### src/rtl/mem_loader.sv
// mem_loader: assembles a stream of bytes (high byte first) into 16-bit words.
// It writes each word to consecutive memory addresses starting at 0.
//
// Ports:
//   clk       system clock, rising-edge active
//   reset     asynchronous active-low reset
//   load_en   level, 1 = loading session active, 0 = end/abort session
//   byte_in   data byte, qualified by byte_vld
//   byte_vld  one-cycle strobe per byte
//   ld_we     memory write enable, one pulse per assembled word
//   ld_addr   memory write address (word index, zero-extended)
//   ld_data   memory write data {high byte, low byte}
//   busy      1 while in HI, LO or WRITE
//   done      sticky completion flag
//   err       sticky error flag (partial word or overflow)
//   word_cnt  number of words written in the current session
//
// All outputs are registered. The output process computes next values from the
// current state and next state, so each output lines up with the state it belongs to.
module mem_loader #(
  parameter int DEPTH = 256
) (
  input  logic        clk,
  input  logic        reset,
  input  logic        load_en,
  input  logic [7:0]  byte_in,
  input  logic        byte_vld,
  output logic        ld_we,
  output logic [15:0] ld_addr,
  output logic [15:0] ld_data,
  output logic        busy,
  output logic        done,
  output logic        err,
  output logic [15:0] word_cnt
);

  typedef enum logic [2:0] {
    S_IDLE  = 3'd0,
    S_HI    = 3'd1,
    S_LO    = 3'd2,
    S_WRITE = 3'd3,
    S_DONE  = 3'd4
  } state_t;

  localparam logic [15:0] LAST_ADDR = 16'(DEPTH - 1);

  state_t      state_r;
  state_t      state_nx_s;
  logic [7:0]  hi_byte_r;
  logic [7:0]  hi_byte_nx_s;
  logic        ld_we_nx_s;
  logic [15:0] ld_addr_nx_s;
  logic [15:0] ld_data_nx_s;
  logic        busy_nx_s;
  logic        done_nx_s;
  logic        err_nx_s;
  logic [15:0] word_cnt_nx_s;
  logic        full_s;

  // The memory is full once the word at the last address is being written.
  assign full_s = (ld_addr == LAST_ADDR);

  // State register with asynchronous active-low reset.
  always_ff @(posedge clk or negedge reset) begin
    if (!reset) begin
      state_r <= S_IDLE;
    end else begin
      state_r <= state_nx_s;
    end
  end

  // Next-state logic. A byte strobe wins over load_en=0 in HI and LO.
  always_comb begin
    state_nx_s = state_r;
    case (state_r)
      S_IDLE: begin
        if (load_en) state_nx_s = S_HI;
        else         state_nx_s = S_IDLE;
      end
      S_HI: begin
        if (byte_vld)      state_nx_s = S_LO;
        else if (!load_en) state_nx_s = S_DONE;
        else               state_nx_s = S_HI;
      end
      S_LO: begin
        if (byte_vld)      state_nx_s = S_WRITE;
        else if (!load_en) state_nx_s = S_DONE;
        else               state_nx_s = S_LO;
      end
      S_WRITE: begin
        if (full_s)        state_nx_s = S_DONE;
        else if (byte_vld) state_nx_s = S_LO;
        else               state_nx_s = S_HI;
      end
      S_DONE: begin
        if (!load_en) state_nx_s = S_IDLE;
        else          state_nx_s = S_DONE;
      end
      default: state_nx_s = S_IDLE;
    endcase
  end

  // Output logic: next values for every registered output and the high-byte latch.
  always_comb begin
    hi_byte_nx_s  = hi_byte_r;
    ld_addr_nx_s  = ld_addr;
    ld_data_nx_s  = ld_data;
    done_nx_s     = done;
    err_nx_s      = err;
    word_cnt_nx_s = word_cnt;
    case (state_r)
      S_IDLE: begin
        if (load_en) begin
          ld_addr_nx_s  = 16'd0;
          word_cnt_nx_s = 16'd0;
          done_nx_s     = 1'b0;
          err_nx_s      = 1'b0;
        end else begin
          ld_addr_nx_s  = ld_addr;
        end
      end
      S_HI: begin
        if (byte_vld) hi_byte_nx_s = byte_in;
        else          hi_byte_nx_s = hi_byte_r;
      end
      S_LO: begin
        // A session ending mid-word drops the latched high byte and flags it.
        if (byte_vld)      ld_data_nx_s = {hi_byte_r, byte_in};
        else if (!load_en) err_nx_s     = 1'b1;
        else               ld_data_nx_s = ld_data;
      end
      S_WRITE: begin
        word_cnt_nx_s = word_cnt + 16'd1;
        if (full_s) begin
          // Address saturates at the last word; a byte arriving now has nowhere to go.
          if (byte_vld) err_nx_s = 1'b1;
          else          err_nx_s = err;
        end else begin
          ld_addr_nx_s = ld_addr + 16'd1;
          if (byte_vld) hi_byte_nx_s = byte_in;
          else          hi_byte_nx_s = hi_byte_r;
        end
      end
      S_DONE: begin
        if (load_en && byte_vld) err_nx_s = 1'b1;
        else                     err_nx_s = err;
      end
      default: begin
        hi_byte_nx_s = hi_byte_r;
      end
    endcase
    if (state_nx_s == S_DONE) done_nx_s = 1'b1;
    else                      done_nx_s = done_nx_s;
    ld_we_nx_s = (state_nx_s == S_WRITE);
    busy_nx_s  = (state_nx_s == S_HI) || (state_nx_s == S_LO) || (state_nx_s == S_WRITE);
  end

  // Output and datapath registers with asynchronous active-low reset.
  always_ff @(posedge clk or negedge reset) begin
    if (!reset) begin
      hi_byte_r <= 8'd0;
      ld_we     <= 1'b0;
      ld_addr   <= 16'd0;
      ld_data   <= 16'd0;
      busy      <= 1'b0;
      done      <= 1'b0;
      err       <= 1'b0;
      word_cnt  <= 16'd0;
    end else begin
      hi_byte_r <= hi_byte_nx_s;
      ld_we     <= ld_we_nx_s;
      ld_addr   <= ld_addr_nx_s;
      ld_data   <= ld_data_nx_s;
      busy      <= busy_nx_s;
      done      <= done_nx_s;
      err       <= err_nx_s;
      word_cnt  <= word_cnt_nx_s;
    end
  end

endmodule

### config.mk
export PLATFORM = sky130hd
export DESIGN_NAME = mem_loader
export DESIGN_NICKNAME = d
export VERILOG_FILES = /design/src/rtl/mem_loader.sv
export SDC_FILE = /design/constraint.sdc
export NUM_CORES = 1
export LEC_CHECK = 0
export ABC_AREA = 1
export CAP_MARGIN = 20
export CORE_MARGIN = 3
export CORE_UTILIZATION = 38
export DETAILED_ROUTE_END_ITERATION = 8
export GPL_TIMING_DRIVEN = 0
export PLACE_DENSITY = 0.73
export SLEW_MARGIN = 20
export SYNTH_ARGS = -nofsm -noshare
export SYNTH_HDL_FRONTEND = slang
export SYNTH_SLANG_ARGS = --single-unit
### constraint.sdc
create_clock -name clk -period 1.74 [get_ports clk]
set_clock_uncertainty 0.1 [all_clocks]
set_input_delay 0.348 -clock clk [delete_from_list [all_inputs] [get_ports clk]]
set_output_delay 0.348 -clock clk [all_outputs]
set_load 0.05 [all_outputs]
==> summary.md, run 1 <==
| Metric | Value |
|---|---|
| Place WS | `-0.218 ns` |
| Synth top area share | `0.476` |
| Mapped cell area | `0.00331 mm2` |
| Drt wl/cell | `13.8 um` |
| Post-synth top area cell | `dfrtp_1` |
| CTS Buf Count | `9` |
| Final instance area | `0.00433 mm2` |
| Ys flop type | `dfrtp_1` |
| Largest net degree at the start of global routing | `39` |
| Max-slew violation count | `0` |
| Total Nets Final | `513` |
| Worst Path Max Fanout | `5` |
| TritonCTS clock tree | `built` |
| Crit path required time | `1.29 ns` |
| CP endpoint kind | `primary output` |
| Number of global-route vias before repair | `2999` |
| Final hold slack | `0.360 ns` |
| DRC viols | `0` |
| DRT antenna net count | `0` |
| Layout cells sized above 1 | `0.181` |
| Total congestion overflow | `0` |
| Clock Sinks | `63` |
| Final setup viols | `0` |
| Area contributors post-synth | `dfrtp_1, nand2_1, nand3_1, inv_1, nor2_1` |
| # IOs | `64` |
| Crit Reg-Reg Startpoint | `ld_addr[0]` |
| Clock Path Buffers | `2` |
| CTS H-tree lvls | `3` |
| Core footprint | `0.00834 mm2` |
| ANT cells | `0` |
| Startpoint types | `flip-flop` |
| Data arrival time of the worst path | `1.29 ns` |
| Final worst slack | `0.00341 ns` |
| Seq/Total Area, Yosys | `0.476` |
| HP Class | `in -> async` |
| Register-to-register setup slack | `0.11 ns` |
| #FFs+latches synth | `63` |
| Routability cong. | `0.920` |
| Post-synth EDFFs | `0` |
| Global-route wire length before repair | `13.8 mm` |
| R2r endpoint | `ld_addr[8]` |
| Max transition margin | `0.647` |
| Router iterations before antenna repair | `4` |
| Dpl cell area | `0.00411 mm2` |
| Cell Pwr Density | `1400 mW/mm2` |
| Post-synth ARST share | `1.00` |
| Drt total wl | `8.41 mm` |
| Initial antenna violation count | `0` |
| Die area | `0.00988 mm2` |
| IO buf count | `63` |
| Worst-path clk slew | `0.07 ns` |
| R2r worst-path depth | `9` |
| Starting density of the core | `0.397` |
| Routed vias/inst | `4.96` |
| Synth cell count leaders | `nand2_1, dfrtp_1, nand3_1, inv_1, nor2_1` |
| Unique masters post-synth | `34` |
| Synth warn | `0` |
| Fin crit period | `1.74 ns` |
| F_max | `576 MHz` |
| WS Path Type | `reg -> out` |
| Post-synthesis cell count | `422` |
| X dimension of the die | `99.4 um` |
| Finished Core Util | `0.519` |
| Final hold vios | `0` |
| Status | `completed` |
| Filler instances | `808` |
| VDD IR max | `0.549 mV` |
| Leak Pwr | `2.16 nW` |
| Vias | `3022` |
| Max-Cap Viols | `0` |
| Unrepaired setup endpoints after global routing | `true` |
| Final worst-path cycle share | `0.998` |
| Avg Cell Area, Syn | `7.85 um2` |
| Net count after synthesis | `436` |
| Hpwl dp | `6.05 mm` |
| Area growth from synthesis to layout | `30.7%` |
| Top-count cell post-synth | `nand2_1` |
| Die height | `99.4 um` |
| Num rows | `33` |
| Slew at the pin closest to its max-slew limit | `0.532 ns` |
| Root buf cell | `clkbuf_8` |
| Drt initial violations | `131` |
| Clk_lat worst skew | `0.35 ns` |
| Pwr Total | `0.00606 W` |
| GRT Resource Usage Total | `0.175` |
[how the worst max path moves through the flow]
stage	start	endpoint	slack [ns]
after floorplan	word_cnt[1]	word_cnt[14]	0.009
after global placement	reset	word_cnt[0]	-2.09
after detailed placement	byte_vld	err	-0.22
after CTS	word_cnt[0]	word_cnt[0]	0.000005
after global routing	ld_addr[0]	ld_addr[0]	-0.04
final	ld_addr[0]	ld_addr[0]	0.003
[power breakdown]
group	switching [W]	internal [W]
registers	0.000226	0.00182
logic	0.00185	0.000698
clock network	0.000576	0.000884
total	0.00265	0.00340
[cell families (layout without fill, tap and decap cells)]
family | count (synthesis) | in the layout | synth area share
fa+ha+maj | 2 | 2 | 0.00755
mux | 1 | 1 | 0.00302
xor+xnor | 7 | 7 | 0.0185
simple gates | 260 | 260 | 0.352
buf+inv | 50 | 132 | 0.0661
flops | 63 | 63 | 0.476
compound gates | 39 | 39 | 0.0770
[state kept, by name (all words and copies together), names as in the netlist]
| register | cells |
|---|---|
| ld_addr | 16 |
| ld_data | 16 |
| word_cnt | 16 |
| hi_byte_r | 8 |
| state_r | 3 |
| busy | 1 |
| done | 1 |
| err | 1 |
| ld_we | 1 |
[layout make-up]
cell class | instances | area, um2 | area share
Sequential cell | 63 | 1580 | 0.366
Timing Repair Buffer | 66 | 621 | 0.143
Clock buffer | 13 | 159 | 0.0367
Multi-Input combinational cell | 309 | 1550 | 0.358
Buffer | 9 | 68.8 | 0.0159
Clock inverter | 3 | 65.1 | 0.0150
Tap cell | 105 | 131 | 0.0303
Inverter | 41 | 154 | 0.0355
[per-layer routing]
metal / global-route usage / part of all wire
met5: 0 / 0
met4: 0.0662 / 0.012
met3: 0.0435 / 0.048
met2: 0.281 / 0.49
met1: 0.228 / 0.45
[metrics by stage]
| stage | TNS [ns] | instances |
|---|---|---|
| after CTS | 0 | 608 |
| after global placement | -119.12 | 590 |
| final | 0 | 609 |
| after floorplan | 0 | 422 |
| after global routing | -0.0385 | 609 |
| after detailed placement | -1.92 | 591 |
[worst max-delay path, stage by stage (launching register included)]
cell and delay, ns:
dfrtp_2 0.45, buf_4 0.16, clkdlybuf4s15_2 0.33
[layout by cell type (no fill, tap or decap), types with 8 or more instances in the layout]
| cell | count |
|---|---|
| clkdlybuf4s50_1 | 10 |
| nand2_1 | 146 |
| clkdlybuf4s15_2 | 20 |
| o21ai_0 | 13 |
| nor2_1 | 32 |
| clkbuf_2 | 8 |
| dlygate4sd2_1 | 20 |
| inv_1 | 38 |
| nand3_1 | 51 |
| dfrtp_1 | 58 |
| clkbuf_8 | 11 |
[repair_timing]
item / in CTS / in global routing
pin swaps: 0 / 0
hold endpoints to repair: 25 / 0
buffers inserted: 0 / 1
cloned: 0 / 0
hold buffers: 1 / 0
gates resized for setup: 99 / 20
setup endpoints to repair: 52 / 36
Power figures use the tool's default switching activity.
==> run 2, diff against run 1 <==
Settings changed: DONT_BUFFER_PORTS set to 1, PLACE_DENSITY 0.73 to 0.5.
==> summary.md, run 2 (synthesis results as in run 1) <==
| Metric | Value |
|---|---|
| Status | `finished, violations left` |
| Failing checks | `negative hold slack` |
| Cell Pwr Density | `1450 mW/mm2` |
| Data arrival time of the worst path | `1.85 ns` |
| Num rows | `33` |
| Initial antenna violation count | `0` |
| Total congestion overflow | `0` |
| Layout cells sized above 1 | `0.240` |
| Core footprint | `0.00834 mm2` |
| Root buf cell | `clkbuf_8` |
| Max-slew violation count | `0` |
| Placed cells | `527` |
| Metal-1 WL | `3.88 mm` |
| Max transition margin | `0.617` |
| Worst Path Max Fanout | `7` |
| Vias | `2770` |
| Buf/Inv on CP | `1` |
| Drt wl/cell | `15.0 um` |
| Final instance area | `0.00394 mm2` |
| X dimension of the die | `99.4 um` |
| Number of global-route vias before repair | `2755` |
| Dpl cell area | `0.00346 mm2` |
| CP endpoint kind | `flip-flop` |
| WS Path Type | `reg -> reg` |
| Routability cong. | `0.836` |
| Starting density of the core | `0.397` |
| Commonest cells after routing, fill and taps aside | `nand2_1, nand3_1, inv_1` |
| Commonest non-fill, non-tap cell in the layout | `nand2_1` |
| Unrepaired setup endpoints after global routing | `true` |
| CTS Buf Count | `9` |
| Final cell count without fillers | `555` |
| Final setup viols | `0` |
| # IOs | `64` |
| DRT antenna net count | `0` |
| Die area | `0.00988 mm2` |
| Worst-path clk slew | `0.08 ns` |
| Hpwl dp | `5.76 mm` |
| Router iterations before antenna repair | `4` |
| Crit path required time | `1.86 ns` |
| Slew at the pin closest to its max-slew limit | `0.574 ns` |
| Leak Pwr | `1.87 nW` |
| Finished Core Util | `0.473` |
| Top Layer Used | `met4` |
| CTS H-tree lvls | `3` |
| Drt initial violations | `59` |
| Clock Sinks | `63` |
| Met2 WL | `3.87 mm` |
| Final hold vios | `63` |
| DRC viols | `0` |
| Met3 wire length | `467 um` |
| ANT cells | `0` |
| Drt total wl | `8.33 mm` |
| Final worst-path cycle share | `0.995` |
| Largest net degree at the start of global routing | `64` |
| IO buf count | `0` |
| Max-Cap Viols | `0` |
| Area growth from synthesis to layout | `19.0%` |
| Setup_tns | `0 ns` |
| VDD IR max | `0.595 mV` |
| Total Nets Final | `459` |
| F_max | `577 MHz` |
| Startpoint types | `flip-flop` |
| HP Class | `in -> async` |
| Clk_lat worst skew | `0.34 ns` |
| Filler instances | `828` |
| Fin crit period | `1.73 ns` |
| Die height | `99.4 um` |
| Register area | `0.00162 mm2` |
| Slowest cell on the critical path | `dfrtp_4` |
| Crit-path max cell delay | `0.58 ns` |
| Final hold slack | `-0.408 ns` |
| Clock Path Buffers | `2` |
| Biggest regs | `ld_addr: 16 flops, ld_data: 16 flops, word_cnt: 16 flops` |
| Area of the multi-input gates | `0.00165 mm2` |
| TritonCTS clock tree | `built` |
| Crit path cell chain | `ha_4 > nand3_4 > nor2_4 > nand2_4 > nand2_8 > buf_4 > a21o_1 > nand2_1` |
| Cell family with most CP delay | `flip-flops` |
| Global-route wire length before repair | `14.1 mm` |
| Pwr Total | `0.00574 W` |
| GRT Resource Usage Total | `0.180` |
| Routed vias/inst | `4.99` |
==> run 2: cell types whose count changed in the layout (fill, tap and decap cells not counted), moves of 8 or more <==
cell,delta
dfrtp_1,-24
dfrtp_2,+21
clkdlybuf4s15_2,-20
dlygate4sd2_1,-20
clkdlybuf4s50_1,-10
clkbuf_2,-8
==> run 2: metrics by stage <==
| stage | hold slack [ns] | setup WS [ns] |
|---|---|---|
| finish | -0.408 | 0.00806 |
| global route | -0.439 | -0.0819 |
| CTS | -0.428 | -0.000616 |
| detailed placement | -0.0459 | -0.255 |
| global placement | -0.0460 | -0.249 |
| floorplan | -0.0476 | 0.00905 |
==> run 2: where the power goes <==
group	leakage, nW	switching, W	internal (W)
combinational	0.985	0.000964	0.000574
sequential	0.790	0.00110	0.00181
clock	0.0992	0.000622	0.000663
==> run 2: final timing paths <==
| kind | from | to | slack (ns) | depth (start not counted) |
|---|---|---|---|---|
| min in group clk | byte_in[3] | ld_data[3] | 0.02 | 2 |
| max in group asynchronous | reset | word_cnt[7] | 1.84 | 0 |
| worst min register to register | hi_byte_r[7] | ld_data[15] | 0.37 | 2 |
| worst max-delay path | ld_addr[0] | busy | 0.008 | 8 |
| worst min-delay path | reset | ld_we | -0.41 | 0 |
| worst max register to register | ld_addr[0] | busy | 0.008 | 8 |
==> run 2: area by class of cell <==
cell class	count	area share
plain buffers	9	0.0197
clock buffers	9	0.0314
clock inverters	7	0.0187
inverters	41	0.0390
multi-input cells	309	0.418
flip-flops and latches	63	0.411
well taps	105	0.0333
repair buffers	12	0.0292
==> run 2: timing repair <==
action                                  CTS  global route
endpoints found under the setup margin   38            38
hold endpoints to repair                 65            64
buffers inserted                          5             3
hold buffers                              2             1
pin swaps                                 3             7
resized for setup                        36            22
cloned                                    0             1
==> run 2: worst reg2reg max path, stage by stage (launching register included) <==
cell and delay, ns:
dfrtp_4 0.58, ha_4 0.20, nand3_4 0.09, nor2_4 0.16, nand2_4 0.09, nand2_8 0.10
buf_4 0.12, a21o_1 0.13, nand2_1 0.05
==> run 2: layer usage <==
| layer | vias up | global-route usage |
|---|---|---|
| li1 | 1413 | - |
| met1 | 1292 | 0.246 |
| met2 | 56 | 0.271 |
| met3 | 9 | 0.0582 |
| met4 | 0 | 0.0599 |
| met5 | - | 0 |
==> run 3, diff against run 2 <==
Settings changed: CORE_UTILIZATION 38 to 63, PLACE_DENSITY 0.5 to 0.77.
==> summary.md, run 3 (synthesis results as in run 1) <==
| Metric | Value |
|---|---|
| Layout cells sized above 1 | `0.268` |
| DRT antenna net count | `0` |
| CP endpoint kind | `flip-flop` |
| Crit-path max cell delay | `0.58 ns` |
| F_max | `557 MHz` |
| Worst Path Max Fanout | `7` |
| Drt wl/cell | `17.1 um` |
| Final cell count without fillers | `518` |
| Total congestion overflow | `0` |
| GRT Resource Usage Total | `0.280` |
| Crit Reg-Reg Startpoint | `ld_addr[0]` |
| Drt total wl | `8.85 mm` |
| Crit path to | `ld_addr[5]` |
| X dimension of the die | `78.5 um` |
| Startpoint types | `flip-flop` |
| TritonCTS clock tree | `built` |
| HP Class | `in -> async` |
| Die height | `78.5 um` |
| Crit path top cell by count | `nand2_8` |
| Register-to-register setup slack | `-0.05 ns` |
| Final setup viols | `17` |
| Data arrival time of the worst path | `1.96 ns` |
| Clock Path Buffers | `2` |
| Biggest regs | `ld_addr: 16 flops, ld_data: 16 flops, word_cnt: 16 flops` |
| R2r endpoint | `ld_addr[5]` |
| Root buf cell | `clkbuf_8` |
| Unrepaired setup endpoints after global routing | `true` |
| Crit path required time | `1.91 ns` |
| Routability cong. | `0.919` |
| CTS Buf Count | `9` |
| Drt initial violations | `309` |
| Core footprint | `0.00491 mm2` |
| Routed vias/inst | `5.87` |
| Max-Cap Viols | `0` |
| Placed cells | `489` |
| Max transition margin | `0.639` |
| Initial antenna violation count | `0` |
| Clock Sinks | `63` |
| Num rows | `25` |
| Final worst slack | `-0.0539 ns` |
| Hpwl dp | `5.32 mm` |
| ANT cells | `0` |
| Critical path startpoint | `ld_addr[0]` |
| Router iterations before antenna repair | `5` |
| Slew at the pin closest to its max-slew limit | `0.541 ns` |
| Commonest cells after routing, fill and taps aside | `nand2_1, nand3_1, inv_1` |
| Final worst-path cycle share | `1.03` |
| Global-route wire length before repair | `13.6 mm` |
| VDD IR max | `1.12 mV` |
| IO buf count | `0` |
| Starting density of the core | `0.675` |
| Area growth from synthesis to layout | `21.0%` |
| R2r worst-path depth | `8` |
| Max-slew violation count | `0` |
| Leak Pwr | `1.91 nW` |
| CTS H-tree lvls | `3` |
| Fin crit period | `1.79 ns` |
| Final hold slack | `-0.403 ns` |
| DRC viols | `0` |
| Largest net degree at the start of global routing | `64` |
| Crit path cell chain | `ha_4 > nand3_4 > nor2_4 > nand2_4 > nand2_8 > nand2_8 > clkbuf_16 > o21ai_2` |
| Clk_lat worst skew | `0.34 ns` |
| Die area | `0.00617 mm2` |
| Status | `finished, violations left` |
| Number of global-route vias before repair | `2933` |
| WS Path Type | `reg -> reg` |
| Cell Pwr Density | `1560 mW/mm2` |
| Slowest cell on the critical path | `dfrtp_4` |
| Commonest non-fill, non-tap cell in the layout | `nand2_1` |
| Total Nets Final | `460` |
| Failing checks | `negative hold slack, negative setup slack` |
| Setup_tns | `-0.413 ns` |
| Worst-path clk slew | `0.07 ns` |
| Vias | `3040` |
| Final hold vios | `63` |
| # IOs | `64` |
-- run 3: how the worst min path moves through the flow --
stage                     start           end  slack [ns]  cells after the start
final                     reset    ld_addr[6]       -0.40                      0
after global routing      reset  hi_byte_r[0]       -0.42                      0
after CTS                 reset   ld_addr[11]       -0.41                      0
after detailed placement  reset    ld_addr[6]       -0.05                      0
after global placement    reset   ld_addr[14]       -0.05                      0
after floorplan           reset          busy       -0.05                      0
-- run 3: power breakdown --
part	total (W)	internal, W	switching (W)
Sequential	0.00293	0.00182	0.00111
Clock	0.00154	0.000950	0.000590
Combinational	0.00179	0.000655	0.00113
Total	0.00626	0.00343	0.00284
-- run 3: layout make-up --
type | count | area (um2)
timing repair buffer | 12 | 124
multi-input combinational | 310 | 1710
sequential | 63 | 1630
fill | 314 | 901
tap | 67 | 83.8
buffer | 9 | 73.8
inverter | 41 | 154
clock inverter | 6 | 109
clock buffer | 10 | 128
-- run 3: routing by layer --
layer  up-vias  share of wire  global-route usage
met3        23          0.086              0.0642
met5         -              0                   0
li1       1413              -                   -
met4         0          0.024               0.124
met1      1435           0.39               0.361
met2       169           0.50               0.450
-- run 3: stage by stage --
stage               cell area, um2   util  total power, W  worst slack, ns
floorplan                     3330      -         0.00390          0.00905
global placement              3420  0.696         0.00419           -0.171
detailed placement            3420  0.696         0.00425           -0.209
CTS                           3750  0.765         0.00583          0.00212
global route                  4010  0.817         0.00656          -0.0922
finish                        4010  0.817         0.00626          -0.0539
-- run 3: timing repair --
item,CTS,global route
hold endpoints to repair,63,63
buffers inserted,5,6
gates resized for setup,31,39
setup endpoints to repair,37,37
gates cloned,0,2
pin swaps,5,7
-- run 3: worst max-delay path, delay by kind of cell, from the launching register on --
family / cells / cell delay, ns
DFF: 1 / 0.58
adders and majority gates: 1 / 0.20
buffers and inverters: 1 / 0.17
and+or+nand+nor: 5 / 0.52
AOI/OAI and AO/OA: 1 / 0.13
